[src/rtl/lift_pkg.sv]
// Shared lift definitions: car state codes as seen by the display block,
// travel direction and the at-floor helpers.
package lift_pkg;

   localparam logic [2:0] ST_F0   = 3'b000;
   localparam logic [2:0] ST_UP01 = 3'b001;
   localparam logic [2:0] ST_F1   = 3'b010;
   localparam logic [2:0] ST_UP12 = 3'b011;
   localparam logic [2:0] ST_F2   = 3'b100;
   localparam logic [2:0] ST_DN21 = 3'b101;
   localparam logic [2:0] ST_DN10 = 3'b110;

   localparam logic DIR_UP = 1'b0;
   localparam logic DIR_DN = 1'b1;

   function automatic logic is_floor(input logic [2:0] st);
      return (st == ST_F0) || (st == ST_F1) || (st == ST_F2);
   endfunction

   // At-floor codes are 2*floor, so the index is simply the upper two bits.
   function automatic logic [1:0] floor_idx(input logic [2:0] st);
      return st[2:1];
   endfunction

endpackage

[src/rtl/lift_kontroler_if.sv]
// Call buttons in, car state / door / pending-call LEDs out.
// master drives the buttons and watches the car; slave is the controller.
interface lift_kontroler_if;
   logic [2:0] req;
   logic [2:0] tstanje;
   logic       vrata;
   logic [2:0] pending;

   modport master (output req, input tstanje, vrata, pending);
   modport slave  (input req, output tstanje, vrata, pending);
endinterface

[src/rtl/lift_tajmer.sv]
// Loadable saturating down-counter. done_o marks the edge on which the
// count expires (counter at 1 or already at 0).
module lift_tajmer #(
   parameter int W = 4
) (
   input  logic         clk,
   input  logic         rst_n,
   input  logic         load_i,
   input  logic [W-1:0] load_val_i,
   input  logic         dec_i,
   output logic [W-1:0] cnt_o,
   output logic         done_o
);

   logic [W-1:0] cnt_q, cnt_d;

   always_comb begin
      cnt_d = cnt_q;
      if (load_i)
         cnt_d = load_val_i;
      else if (dec_i && (cnt_q != '0))
         cnt_d = cnt_q - W'(1);
   end

   always_ff @(posedge clk or negedge rst_n) begin
      if (!rst_n) cnt_q <= '0;
      else        cnt_q <= cnt_d;
   end

   assign cnt_o  = cnt_q;
   assign done_o = (cnt_q <= W'(1));

endmodule

[src/rtl/lift_kontroler.sv]
// Three-floor lift car controller: call latch, SCAN scheduling, travel and
// door timing. Optional auto-return to F0 when idle: LIFT_IDLE_HOME_EN.
module lift_kontroler
   import lift_pkg::*;
#(
   parameter int TRAVEL_CYC = 50_000_000,
   parameter int DOOR_CYC   = 100_000_000,
   parameter int HOME_CYC   = 250_000_000
) (
   input  logic              clk,
   input  logic              rst_n,
   lift_kontroler_if.slave   bus
);

   localparam int TW = $clog2(TRAVEL_CYC + 1);
   localparam int DW = $clog2(DOOR_CYC + 1);

   logic [2:0] tstanje_q, tstanje_d;
   logic       vrata_q, vrata_d;
   logic [2:0] pending_q, pending_d;
   logic       dir_q, dir_d;

   logic          trav_load, trav_dec, trav_done;
   logic          door_load, door_dec, door_done;
   logic [TW-1:0] trav_cnt;
   logic [DW-1:0] door_cnt;

   logic       at_floor, own_hold;
   logic [1:0] cur;
   logic [2:0] cur_mask, set_bits, clr_bits, home_bits;

   assign at_floor = is_floor(tstanje_q);
   assign cur      = floor_idx(tstanje_q);
   assign cur_mask = 3'b001 << cur;
   // A press at the floor whose doors are open only extends the dwell.
   assign own_hold = at_floor && vrata_q && ((bus.req & cur_mask) != 3'b000);
   assign set_bits = (bus.req & ~(own_hold ? cur_mask : 3'b000)) | home_bits;

`ifdef LIFT_IDLE_HOME_EN
   localparam int HW = $clog2(HOME_CYC + 1);
   logic          idle_cond, home_done;
   logic [HW-1:0] home_cnt;

   assign idle_cond = ((tstanje_q == ST_F1) || (tstanje_q == ST_F2)) && !vrata_q &&
                      (pending_q == 3'b000) && (bus.req == 3'b000);
   assign home_bits = (idle_cond && home_done) ? 3'b001 : 3'b000;

   lift_tajmer #(.W(HW)) u_home (
      .clk(clk), .rst_n(rst_n),
      .load_i(!idle_cond), .load_val_i(HW'(HOME_CYC)), .dec_i(idle_cond),
      .cnt_o(home_cnt), .done_o(home_done)
   );
`else
   assign home_bits = 3'b000;
`endif

   always_comb begin
      tstanje_d = tstanje_q;
      vrata_d   = vrata_q;
      dir_d     = dir_q;
      clr_bits  = 3'b000;
      trav_load = 1'b0;
      trav_dec  = 1'b0;
      door_load = 1'b0;
      door_dec  = 1'b0;
      if (!at_floor) begin
         trav_dec = 1'b1;
         if (trav_done) begin
            case (tstanje_q)
               ST_UP01, ST_DN21: tstanje_d = ST_F1;
               ST_UP12:          tstanje_d = ST_F2;
               default:          tstanje_d = ST_F0;
            endcase
         end
      end else if (vrata_q) begin
         if (own_hold) begin
            door_load = 1'b1;
         end else begin
            door_dec = 1'b1;
            if (door_done) vrata_d = 1'b0;
         end
      end else if ((pending_q & cur_mask) != 3'b000) begin
         vrata_d   = 1'b1;
         door_load = 1'b1;
         clr_bits  = cur_mask;
      end else begin
         // Decision cycle: keep heading the same way while calls remain ahead.
         case (tstanje_q)
            ST_F0: if (pending_q[1] || pending_q[2]) begin
               tstanje_d = ST_UP01; dir_d = DIR_UP; trav_load = 1'b1;
            end
            ST_F2: if (pending_q[0] || pending_q[1]) begin
               tstanje_d = ST_DN21; dir_d = DIR_DN; trav_load = 1'b1;
            end
            default: if ((dir_q == DIR_UP) && pending_q[2]) begin
               tstanje_d = ST_UP12; trav_load = 1'b1;
            end else if (pending_q[0]) begin
               tstanje_d = ST_DN10; dir_d = DIR_DN; trav_load = 1'b1;
            end else if (pending_q[2]) begin
               tstanje_d = ST_UP12; dir_d = DIR_UP; trav_load = 1'b1;
            end
         endcase
      end
      pending_d = (pending_q | set_bits) & ~clr_bits;
   end

   always_ff @(posedge clk or negedge rst_n) begin
      if (!rst_n) begin
         tstanje_q <= ST_F0;
         vrata_q   <= 1'b0;
         pending_q <= 3'b000;
         dir_q     <= DIR_UP;
      end else begin
         tstanje_q <= tstanje_d;
         vrata_q   <= vrata_d;
         pending_q <= pending_d;
         dir_q     <= dir_d;
      end
   end

   lift_tajmer #(.W(TW)) u_travel (
      .clk(clk), .rst_n(rst_n),
      .load_i(trav_load), .load_val_i(TW'(TRAVEL_CYC)), .dec_i(trav_dec),
      .cnt_o(trav_cnt), .done_o(trav_done)
   );

   lift_tajmer #(.W(DW)) u_door (
      .clk(clk), .rst_n(rst_n),
      .load_i(door_load), .load_val_i(DW'(DOOR_CYC)), .dec_i(door_dec),
      .cnt_o(door_cnt), .done_o(door_done)
   );

   assign bus.tstanje = tstanje_q;
   assign bus.vrata   = vrata_q;
   assign bus.pending = pending_q;

endmodule

[src/flat_wrapper.sv]
// flat-port wrapper written by rule: the top's interface ports become plain ports
module lift_kontroler_flat import lift_pkg::*;
#(
   parameter int TRAVEL_CYC = 50_000_000,
   parameter int DOOR_CYC   = 100_000_000,
   parameter int HOME_CYC   = 250_000_000
)
  (clk, rst_n, bus_req, bus_tstanje, bus_vrata, bus_pending);
  lift_kontroler_if bus_i ();
  input  logic clk;
  input  logic rst_n;
  input wire logic [$bits(bus_i.req)-1:0] bus_req;
  output wire logic [$bits(bus_i.tstanje)-1:0] bus_tstanje;
  output wire logic [$bits(bus_i.vrata)-1:0] bus_vrata;
  output wire logic [$bits(bus_i.pending)-1:0] bus_pending;
  assign bus_i.req = bus_req;
  assign bus_tstanje = bus_i.tstanje;
  assign bus_vrata = bus_i.vrata;
  assign bus_pending = bus_i.pending;
  lift_kontroler #(.TRAVEL_CYC(TRAVEL_CYC), .DOOR_CYC(DOOR_CYC), .HOME_CYC(HOME_CYC)) u_core (.clk(clk), .rst_n(rst_n), .bus(bus_i));
endmodule
[config.mk]
export PLATFORM = sky130hd
export DESIGN_NAME = lift_kontroler_flat
export DESIGN_NICKNAME = d
export VERILOG_FILES = /design/src/rtl/lift_pkg.sv /design/src/rtl/lift_kontroler_if.sv /design/src/rtl/lift_tajmer.sv /design/src/rtl/lift_kontroler.sv /design/src/flat_wrapper.sv
export SDC_FILE = /design/constraint.sdc
export NUM_CORES = 1
export LEC_CHECK = 0
export CAP_MARGIN = 10
export CELL_PAD_IN_SITES_DETAIL_PLACEMENT = 1
export CELL_PAD_IN_SITES_GLOBAL_PLACEMENT = 2
export CORE_ASPECT_RATIO = 1.4
export CORE_MARGIN = 1
export CORE_UTILIZATION = 39
export DETAILED_ROUTE_END_ITERATION = 16
export GPL_TIMING_DRIVEN = 0
export PLACE_DENSITY = 0.88
export SLEW_MARGIN = 20
export SYNTH_ARGS = -nofsm -noshare
export SYNTH_HDL_FRONTEND = slang
export SYNTH_SLANG_ARGS = --single-unit
[constraint.sdc]
create_clock -name clk -period 3.4 [get_ports clk]
set_clock_uncertainty 0.15 [all_clocks]
set_input_delay 0.68 -clock clk [delete_from_list [all_inputs] [get_ports clk]]
set_output_delay 0.68 -clock clk [all_outputs]
set_load 0.05 [all_outputs]
Yosys cells after proc, flatten, opt, wreduce, memory -nomap -nowiden --
Cells that the tools add are included.
Operators by class: add/sub/neg operators 2, magnitude comparators 2, eq/ne operators 13, shift-type cells 1, mux-type cells 45, bitwise gates (word level) 10, reductions and logical operators 21
Operator list (number):
- 27-bit two-way mux | 2
- 26-bit two-way mux | 2
- 3-bit two-way mux | 13
- 27-bit by 1-bit <= comparator with 1-bit output (second input constant) | 1
- 27-bit nonzero test | 1
- 27-bit by 1-bit subtractor with 27-bit output (second input constant) | 1
- 26-bit by 1-bit <= comparator with 1-bit output (second input constant) | 1
- 26-bit nonzero test | 1
- 26-bit by 1-bit subtractor with 26-bit output (second input constant) | 1
- 1-bit two-way mux | 24
- 3-bit AND | 4
- 3-bit one-hot mux with 2 select lines | 2
- 2-bit inequality test (second input constant) | 4
- 7-bit AND reduction | 1
- 3-bit by 2-bit equality test with 1-bit output (second input constant) | 2
- 3-bit equality test (second input constant) | 2
- 3-bit inequality test (second input constant) | 2
- 6-bit by 4-bit inequality test with 1-bit output (second input constant) | 1
- 3-bit NOT | 2
- 6-bit AND reduction | 1
- 2-bit nonzero test | 3
- 3-bit nonzero test | 2
- 1-bit logical AND | 5
- 1-bit logical OR | 4
- other kinds (9) | 12
Word-level totals: register bits after elaboration 61, output and inout bits 7

Depth between registers and ports, before layout --
Gate-level depths: netlist of the first run.
depth in word-level cells 11, depth in mapped cells 9, depth with buffers taken out 7

Modules after synthesis --
Synthesis of the first run repeated with hierarchy kept, for this count alone.
Unflattened totals: cell total of the unflattened synthesis 460, area, all modules 4032.6 um^2
By module, submodules not included:
- lift_tajmer (u_core.u_door) | instances 1, cells each 190, area an instance 1739.2 um^2, seq. area each 675.6 um^2
- lift_tajmer (u_core.u_travel) | instances 1, cells each 197, area an instance 1664.1 um^2, seq. area each 650.6 um^2
- lift_kontroler | instances 1, cells each 73, area an instance 629.4 um^2, seq. area each 200.2 um^2

Worst setup path after synthesis of the first run --
Ideal clock, no wire load.
path type register to register, from register u_core.tstanje_q[1] (netlist: u_core.bus.tstanje[1]), to register u_core.u_travel.cnt_q[20] (netlist: u_core.u_travel.cnt_o[20]), arrival 2.400 ns, required time 3.118 ns, setup slack 0.719 ns, stages on the path, launching flop included 8, path buffers 2, period minus slack after synthesis 2.681 ns, cell sequence dfrtp_1 clkbuf_1 a21o_1 nand4_1 or4b_1 buf_2 o21ai_1 or3b_1
On the way: longest elaborated chain between the ends 7, elaborated cells between the ends (all ways) 16, classes of those cells eq/ne (2); shift (1); mux (6); bitwise (1); reduce/logical (6)
RTL lines:
- start: declaration | line lift_kontroler.sv:18 | logic [2:0] tstanje_q, tstanje_d;
- start signal: assignment | line lift_kontroler.sv:114 | tstanje_q <= tstanje_d;
- 1-bit by 2-bit << shifter with 3-bit output | line lift_kontroler.sv:34 | assign cur_mask = 3'b001 << cur;
- 3-bit AND | line lift_kontroler.sv:82 | end else if ((pending_q & cur_mask) != 3'b000) begin
- 3-bit nonzero test | line lift_kontroler.sv:82
- 1-bit two-way mux | line lift_kontroler.sv:82
- 1-bit two-way mux | line lift_kontroler.sv:75 | end else if (vrata_q) begin
- 1-bit two-way mux | line lift_kontroler.sv:66 | if (!at_floor) begin
- 26-bit two-way mux or 2-bit nonzero test (tied branches)
- end signal: assignment | line lift_tajmer.sv:27 | else cnt_q <= cnt_d;
- end: declaration | line lift_tajmer.sv:15 | logic [W-1:0] cnt_q, cnt_d;
Parallel ways exist; a longest one is shown, timed or not. A chain may end at the register's enable or synchronous reset.

Worst setup path in the final report of the first run --
from register u_core.u_travel.cnt_q[4] (netlist: u_core.u_travel.cnt_o[4]), to register u_core.u_travel.cnt_q[20] (netlist: u_core.u_travel.cnt_o[20])
On the way: longest elaborated chain between the ends 3, elaborated cells between the ends (all ways) 6, classes of those cells add/sub (1); mux (2); reduce/logical (3)
RTL lines:
- 26-bit by 1-bit subtractor with 26-bit output or 26-bit nonzero test (tied branches) | line lift_tajmer.sv:22, lift_tajmer.sv:21
- 26-bit two-way mux or 1-bit logical AND (tied branches) | line lift_tajmer.sv:21 | else if (dec_i && (cnt_q != '0))
- 26-bit two-way mux or 2-bit nonzero test (tied branches)
Parallel ways exist; a longest one is shown, timed or not. The select of a mux whose other input is x is not followed.

==> summary.txt, run 1 <==
Global route
  • GRT Total Usage: 0.2091
  • Largest net degree at the start of global routing: 42
  • GR Overflow Total: 0
  • Initial antenna violation count: 0
  • Number of global-route vias before repair: 3219
  • First-pass GRT wire length: 15990 um

Yosys
  • Yosys top cell area share: 0.4281
  • Synthesized area per cell: between 9 and 10 sq um
  • Top post-synthesis cells by area: dfrtp_1, o31ai_1, a21oi_1
  • Most used DFF post-synth: dfrtp_1
  • Net Count, Synth: 392
  • Sequential share of the synthesized area: 0.4281
  • Cells after synthesis: between 300 and 400
  • Ys async rst share: 1.000
  • Syn. warnings: 0
  • Synth Register Bits: 61
  • Post-synth EDFFs: 0
  • Cell taking the most area after synthesis: dfrtp_1
  • Cell Area, Synth: 3566 sq um
  • Post-synth cell types: 63

Pwr
  • Pwr dens: 753.2 nW/um^2
  • Total internal power: 1.934 mW
  • Sw power: about 1.2 mW
  • Power, Total: between 3 and 4 mW
  • Clock share of power: 0.304
  • Switch share: 0.3793
  • Combinational share of power: 0.318
  • Seq pwr share: 0.378
  • VDD IR max: 0.3922 mV
  • Pleak: 1.601 nW

Placement
  • Placed cells: 499
  • DPL Wire Length: 6630 um
  • PortBufs: 11
  • Placement-stage worst setup slack: a little over 0.1 ns
  • Global placer's final weighted congestion: 0.8304

Floorplanning
  • Core box area: just under 9000 sq um
  • # rows: 40
  • Initial core utilization: 0.4095
  • Die width: 82.82 um
  • Die area: 9535 sq um
  • DIE HEIGHT: 115.1 um
  • # IOs: 12

Clock tree
  • H-tree Lvls: 3
  • Clock Root Buffer: clkbuf_16
  • Hold_buf cts: 0
  • Worst skew pair latency: approximately 0.33 ns
  • CTS clk-pin slew, worst paths: 0.05 ns
  • CTS tree: yes
  • CTS Buf Count: 9
  • Resized cells post-CTS: 0
  • Clk sinks: 61
  • Setup repair bufs after CTS: 0
  • Worst-case clock buffer depth: 2

Critical path
  • Data arrival time of the critical path: approximately 3.1 ns
  • Worst Reg-to-Reg Cells: 6
  • Required time of the critical path: 3.46 ns
  • Slowest stage delay, CP: ~0.80 ns
  • Worst Path Max Fanout: 6
  • Kind of critical path: register to register
  • Crit. End Element: register
  • Critical-path top delay cell: nor4_1
  • CP startpoint kind: register
  • Crit-path cells: nor4_1 -> nand4_1 -> or4b_1 -> buf_2 -> o21ai_1 -> or3b_1

Detailed routing
  • Detailed Routing Iterations Pass 1: 4
  • Vias/cell: 5.998
  • DRT Wirelength: 9222 um
  • # DRC: 0
  • Routed len/inst: 17.91 um
  • Final ANT Viol Nets: 0
  • DR iter-0 viols: 179
  • Via count: 3089

Status
  • Status: completed

Timing
  • Tmin final: slightly above 3 ns
  • Worst slew pin tran: 0.9132 ns
  • Max_slew headroom: 0.3856
  • Setup ws final: roughly 0.37 ns
  • Crit share post-route: 0.8923
  • Final Slew Violations: 0
  • RSZ-0062 raised after global routing: no
  • Final Setup Violations: 0
  • Fmax achieved: 329.6 MHz
  • Final hold vios: 0

Finish
  • Layout cells sized above 1: 0.1049
  • Area of the multi-input gates: approximately 1900 sq um
  • Final core occ: 0.4750
  • Area Overhead vs Synth: 16.00%
  • Register area: 1526 sq um
  • Commonest cells after routing, fill and taps aside: dfrtp_1, nor2_1, a21oi_1
  • Final non-filler cell total: approximately 520
  • Layout fillers: 1006
  • Diode count: 0
  • Most common cell after layout, fill and taps aside: dfrtp_1
  • Nets: slightly above 400

Run
  • Max Cap Viol: 0

Min path
  • HP Class: input pin to asynchronous set/reset pin
routing by layer:
metal / global-route usage / wire length [um]
met2: 0.3760 / 4865
met3: 0.04020 / 190
met5: 0 / 0
met4: 0.07471 / 151
met1: 0.2493 / 4015
cell type report:
type,instances,share of cell area
inverter,12,0.01089
multi-input combinational,288,0.4552
sequential,61,0.3690
timing repair buffer,12,0.03085
clock inverter,4,0.01089
clock buffer,12,0.06443
buffer,21,0.02692
tap,105,0.03176
kinds of logic after synthesis:
kind of cell	share of synthesized area
flip-flops	0.4281
XOR/XNOR	0.02702
buffers and inverters	0.04386
AO/OA/AOI/OAI	0.2060
adder cells (fa/ha/maj)	0.01754
AND/OR/NAND/NOR	0.2547
multiplexers	0.02281
final timing paths:
check | startpoint | endpoint | slack [ns]
setup / recovery | u_core.u_travel.cnt_o[4] | u_core.u_travel.cnt_o[20] | 0.37
hold / removal | rst_n | u_core.u_travel.cnt_o[12] | 0.09
setup reg to reg | u_core.u_travel.cnt_o[4] | u_core.u_travel.cnt_o[20] | 0.37
hold reg to reg | u_core.u_door.cnt_o[17] | u_core.u_door.cnt_o[17] | 0.36
max in group asynchronous | rst_n | u_core.u_door.cnt_o[11] | 2.49
min in group clk | u_core.u_door.cnt_o[17] | u_core.u_door.cnt_o[17] | 0.36
cells in the mapped netlist (3+ instances only):
master,count
or4_1,16
clkbuf_8,3
a21o_1,4
nor2_1,25
or4_4,3
and3_1,4
nor4_1,10
nand2b_1,5
o41ai_1,3
inv_1,12
ha_1,5
xnor2_1,7
or3_1,8
or3_2,4
o21a_1,3
o31ai_1,18
o211ai_1,8
nand3_1,15
nand2_1,17
xor2_1,4
a21oi_1,24
nor3_1,18
dfrtp_1,61
mux2i_1,7
o21ai_0,20
or2_2,4
a31oi_1,4
nand4_1,7
o21ai_1,4
clkbuf_1,14
o2111ai_1,3
worst max-delay path: cells and delay by family (launching register included):
| kind | cells | cell delay (ns) |
|---|---|---|
| AOI/OAI and AO/OA | 1 | 0.13 |
| buffers and inverters | 1 | 0.17 |
| DFF | 1 | 0.42 |
| and+or+nand+nor | 4 | 2.05 |
sequential cells by signal (all words and copies together), names as in the netlist, named ones only:
name,count
u_core.bus.pending,3
u_core.bus.tstanje,2
u_core.bus.vrata,1
u_core.dir_q,1
u_core.u_door.cnt_o,27
u_core.u_travel.cnt_o,26
stage by stage:
| stage | instance area, sq um | hold slack, ns | TNS [ns] |
|---|---|---|---|
| floorplan | 3566 | 0.2344 | 0 |
| finish | 4136 | 0.08731 | 0 |
| detailed placement | 3825 | 0.3603 | 0 |
| global route | 4136 | 0.1047 | 0 |
| global placement | 3807 | 0.3337 | -37.53 |
| CTS | 4136 | 0.09420 | 0 |
power by group through the flow:
stage	Clock, mW	Sequential [mW]	Combinational [mW]
3_5_place_dp	0	1.18	0.993
6_report	0.947	1.18	0.991
2_1_floorplan	0	1.15	0.709
4_1_cts	0.966	1.18	0.999
3_3_place_gp	0	1.17	0.946
5_1_grt	1.00	1.21	1.13
(Power assumes the default switching activity.)
==> inputs of run 2 (changes only) <==
==> constraint.sdc (replaced) <==
create_clock -name clk -period 3 [get_ports clk]
set_clock_uncertainty 0.15 [all_clocks]
set_input_delay 0.6 -clock clk [delete_from_list [all_inputs] [get_ports clk]]
set_output_delay 0.6 -clock clk [all_outputs]
set_load 0.005 [all_outputs]
==> run 2 against run 1 <==
Effect of this change: cell area rose by 0.33%; sequential share of layout area shrank 0.12 points; critical path depth grew 3; combinational power grew 10%; utilization up 0.16 points; critical endpoint is now u_core.u_door.cnt_o[3]; largest cell class unchanged; highest routed layer unchanged.
==> summary.txt, run 2 (synthesis gave the netlist of run 1 again) <==
Critical path
  • Kind of critical path: register to register
  • Data arrival time of the critical path: 2.84 ns (-0.25 ns)
  • CP startpoint kind: register
  • Crit. End Element: register
  • Required time of the critical path: 3.09 ns (-0.37 ns)
  • Worst Path Max Fanout: 10 (+4)

Finish
  • Final core occ: 0.4766 (+0.001580)
  • Register area: 1526 sq um (unchanged)
  • Nets: 415 (unchanged)
  • Diode count: 0 (unchanged)
  • Area Overhead vs Synth: 16.39%
  • Max FFs per register: 27 (unchanged)
  • Area of the multi-input gates: 1896 sq um (+0.66%)
  • Layout cells sized above 1: 0.1122 (+0.007317)
  • Commonest cells after routing, fill and taps aside: dfrtp_1, nor2_1, a21oi_1
  • Most common cell after layout, fill and taps aside: dfrtp_1
  • Layout fillers: 1003 (-0.30%)

Timing
  • Max_slew headroom: 0.4498 (+0.06424)
  • Crit share post-route: 0.9158 (+0.02345)
  • Fmax achieved: 364.0 MHz (+10%)
  • RSZ-0062 raised after global routing: yes
  • Final Slew Violations: 0 (unchanged)
  • Worst slew pin tran: 0.8217 ns (-0.09155 ns)
  • Final hold vios: 0 (unchanged)
  • Tmin final: 2.747 ns (-0.2866 ns)
  • Final Setup Violations: 0 (unchanged)
  • Setup ws final: 0.2526 ns (-0.1134 ns)

Placement
  • Placement-stage worst setup slack: -0.2178 ns (-0.3200 ns)
  • Global placer's final weighted congestion: 0.8304 (unchanged)
  • PortBufs: 11 (unchanged)
  • DPL Wire Length: 6630 um (unchanged)

Global route
  • Largest net degree at the start of global routing: 42 (unchanged)
  • GR Overflow Total: 0 (unchanged)
  • Number of global-route vias before repair: 3222 (+0.093%)
  • GRT Total Usage: 0.2093 (about the same)
  • First-pass GRT wire length: 15990 um (about the same)
  • Initial antenna violation count: 0 (unchanged)

Floorplanning
  • Core box area: 8708 sq um (unchanged)
  • Die area: 9535 sq um (unchanged)
  • DIE HEIGHT: 115.1 um (unchanged)
  • # IOs: 12 (unchanged)
  • Initial core utilization: 0.4095 (unchanged)
  • # rows: 40 (unchanged)
  • Die width: 82.82 um (unchanged)

Clock tree
  • H-tree Lvls: 3 (unchanged)
  • Worst-case clock buffer depth: 2 (unchanged)
  • Worst skew pair latency: 0.33 ns (about the same)
  • Setup repair bufs after CTS: 0 (unchanged)
  • Clock Root Buffer: clkbuf_16
  • CTS tree: yes
  • Clk sinks: 61 (unchanged)
  • CTS clk-pin slew, worst paths: 0.05 ns (about the same)
  • CTS Buf Count: 9 (unchanged)

Detailed routing
  • Routed len/inst: 17.95 um (+0.22%)
  • Detailed Routing Iterations Pass 1: 4 (unchanged)
  • # DRC: 0 (unchanged)
  • DR iter-0 viols: 215 (+20%)
  • DRT Wirelength: 9242 um (+0.22%)
  • Final ANT Viol Nets: 0 (unchanged)
  • Vias/cell: 6.014 (+0.26%)
  • Via count: 3097 (+0.26%)

Status
  • Status: completed

Run
  • Max Cap Viol: 0 (unchanged)

Pwr
  • Pleak: 1.604 nW (+0.20%)
  • VDD IR max: 0.4446 mV (+13%)
  • Pwr dens: 844.2 nW/um^2 (+12%)

Min path
  • HP Class: input pin to asynchronous set/reset pin
-- run 2: critical path, stage by stage, from the launching register on --
cell	delay, ns
dfrtp_1	0.40
inv_1	0.11
ha_1	0.19
nor4b_1	0.38
and4_2	0.30
a21o_1	0.21
clkbuf_1	0.36
clkbuf_2	0.30
o211ai_1	0.13
o31ai_1	0.11
-- run 2: stage by stage --
| stage | instance area, sq um | TNS [ns] | cells | hold WS, ns | power [mW] |
|---|---|---|---|---|---|
| after floorplan | 3566 | 0 | 382 | 0.1544 | 2.065 |
| after global placement | 3807 | -57.57 | 498 | 0.3337 | 2.358 |
| final | 4150 | 0 | 515 | 0.007126 | 3.504 |
| after detailed placement | 3825 | -0.9124 | 499 | 0.3603 | 2.430 |
| after CTS | 4143 | 0 | 515 | 0.01420 | 3.528 |
| after global routing | 4150 | -0.02565 | 515 | 0.02466 | 3.755 |
-- run 2: report_power, final --
part / internal, mW / total [mW] / switching, mW
Combinational: 0.439 / 1.09 / 0.649
Clock: 0.706 / 1.08 / 0.370
Sequential: 1.05 / 1.34 / 0.291
Total: 2.19 / 3.50 / 1.31
-- run 2: final timing paths --
path	startpoint	endpoint	slack (ns)	cells after the start
max	u_core.u_door.cnt_o[1]	u_core.u_door.cnt_o[3]	0.25	9
min	rst_n	u_core.u_travel.cnt_o[12]	0.007	1
max reg2reg	u_core.u_door.cnt_o[1]	u_core.u_door.cnt_o[3]	0.25	9
min reg2reg	u_core.u_door.cnt_o[17]	u_core.u_door.cnt_o[17]	0.36	1
max in group asynchronous	rst_n	u_core.u_door.cnt_o[11]	2.17	2
min in group clk	u_core.u_door.cnt_o[17]	u_core.u_door.cnt_o[17]	0.36	1
-- run 2: final cells by class --
type                            instances  area share
Timing Repair Buffer                   12     0.03075
Buffer                                 21     0.02713
Sequential cell                        61      0.3678
Clock inverter                          4     0.01085
Multi-Input combinational cell        288      0.4567
Tap cell                              105     0.03166
Inverter                               12     0.01085
Clock buffer                           12     0.06421
-- run 2: metal layers --
| layer | track usage | part of all wire | vias up |
|---|---|---|---|
| met5 | 0 | 0 | - |
| met4 | 0.07471 | 0.016 | 0 |
| met3 | 0.04020 | 0.021 | 10 |
| met2 | 0.3760 | 0.53 | 27 |
| met1 | 0.2498 | 0.44 | 1538 |
| li1 | - | - | 1522 |
-- run 2: what timing repair did --
| item | 4_1_cts | 5_1_grt |
|---|---|---|
| hold buffers | 0 | 0 |
| gates resized for setup | 1 | 2 |
| setup endpoints to repair | 1 | 6 |
| endpoints found under the hold margin | 0 | 0 |
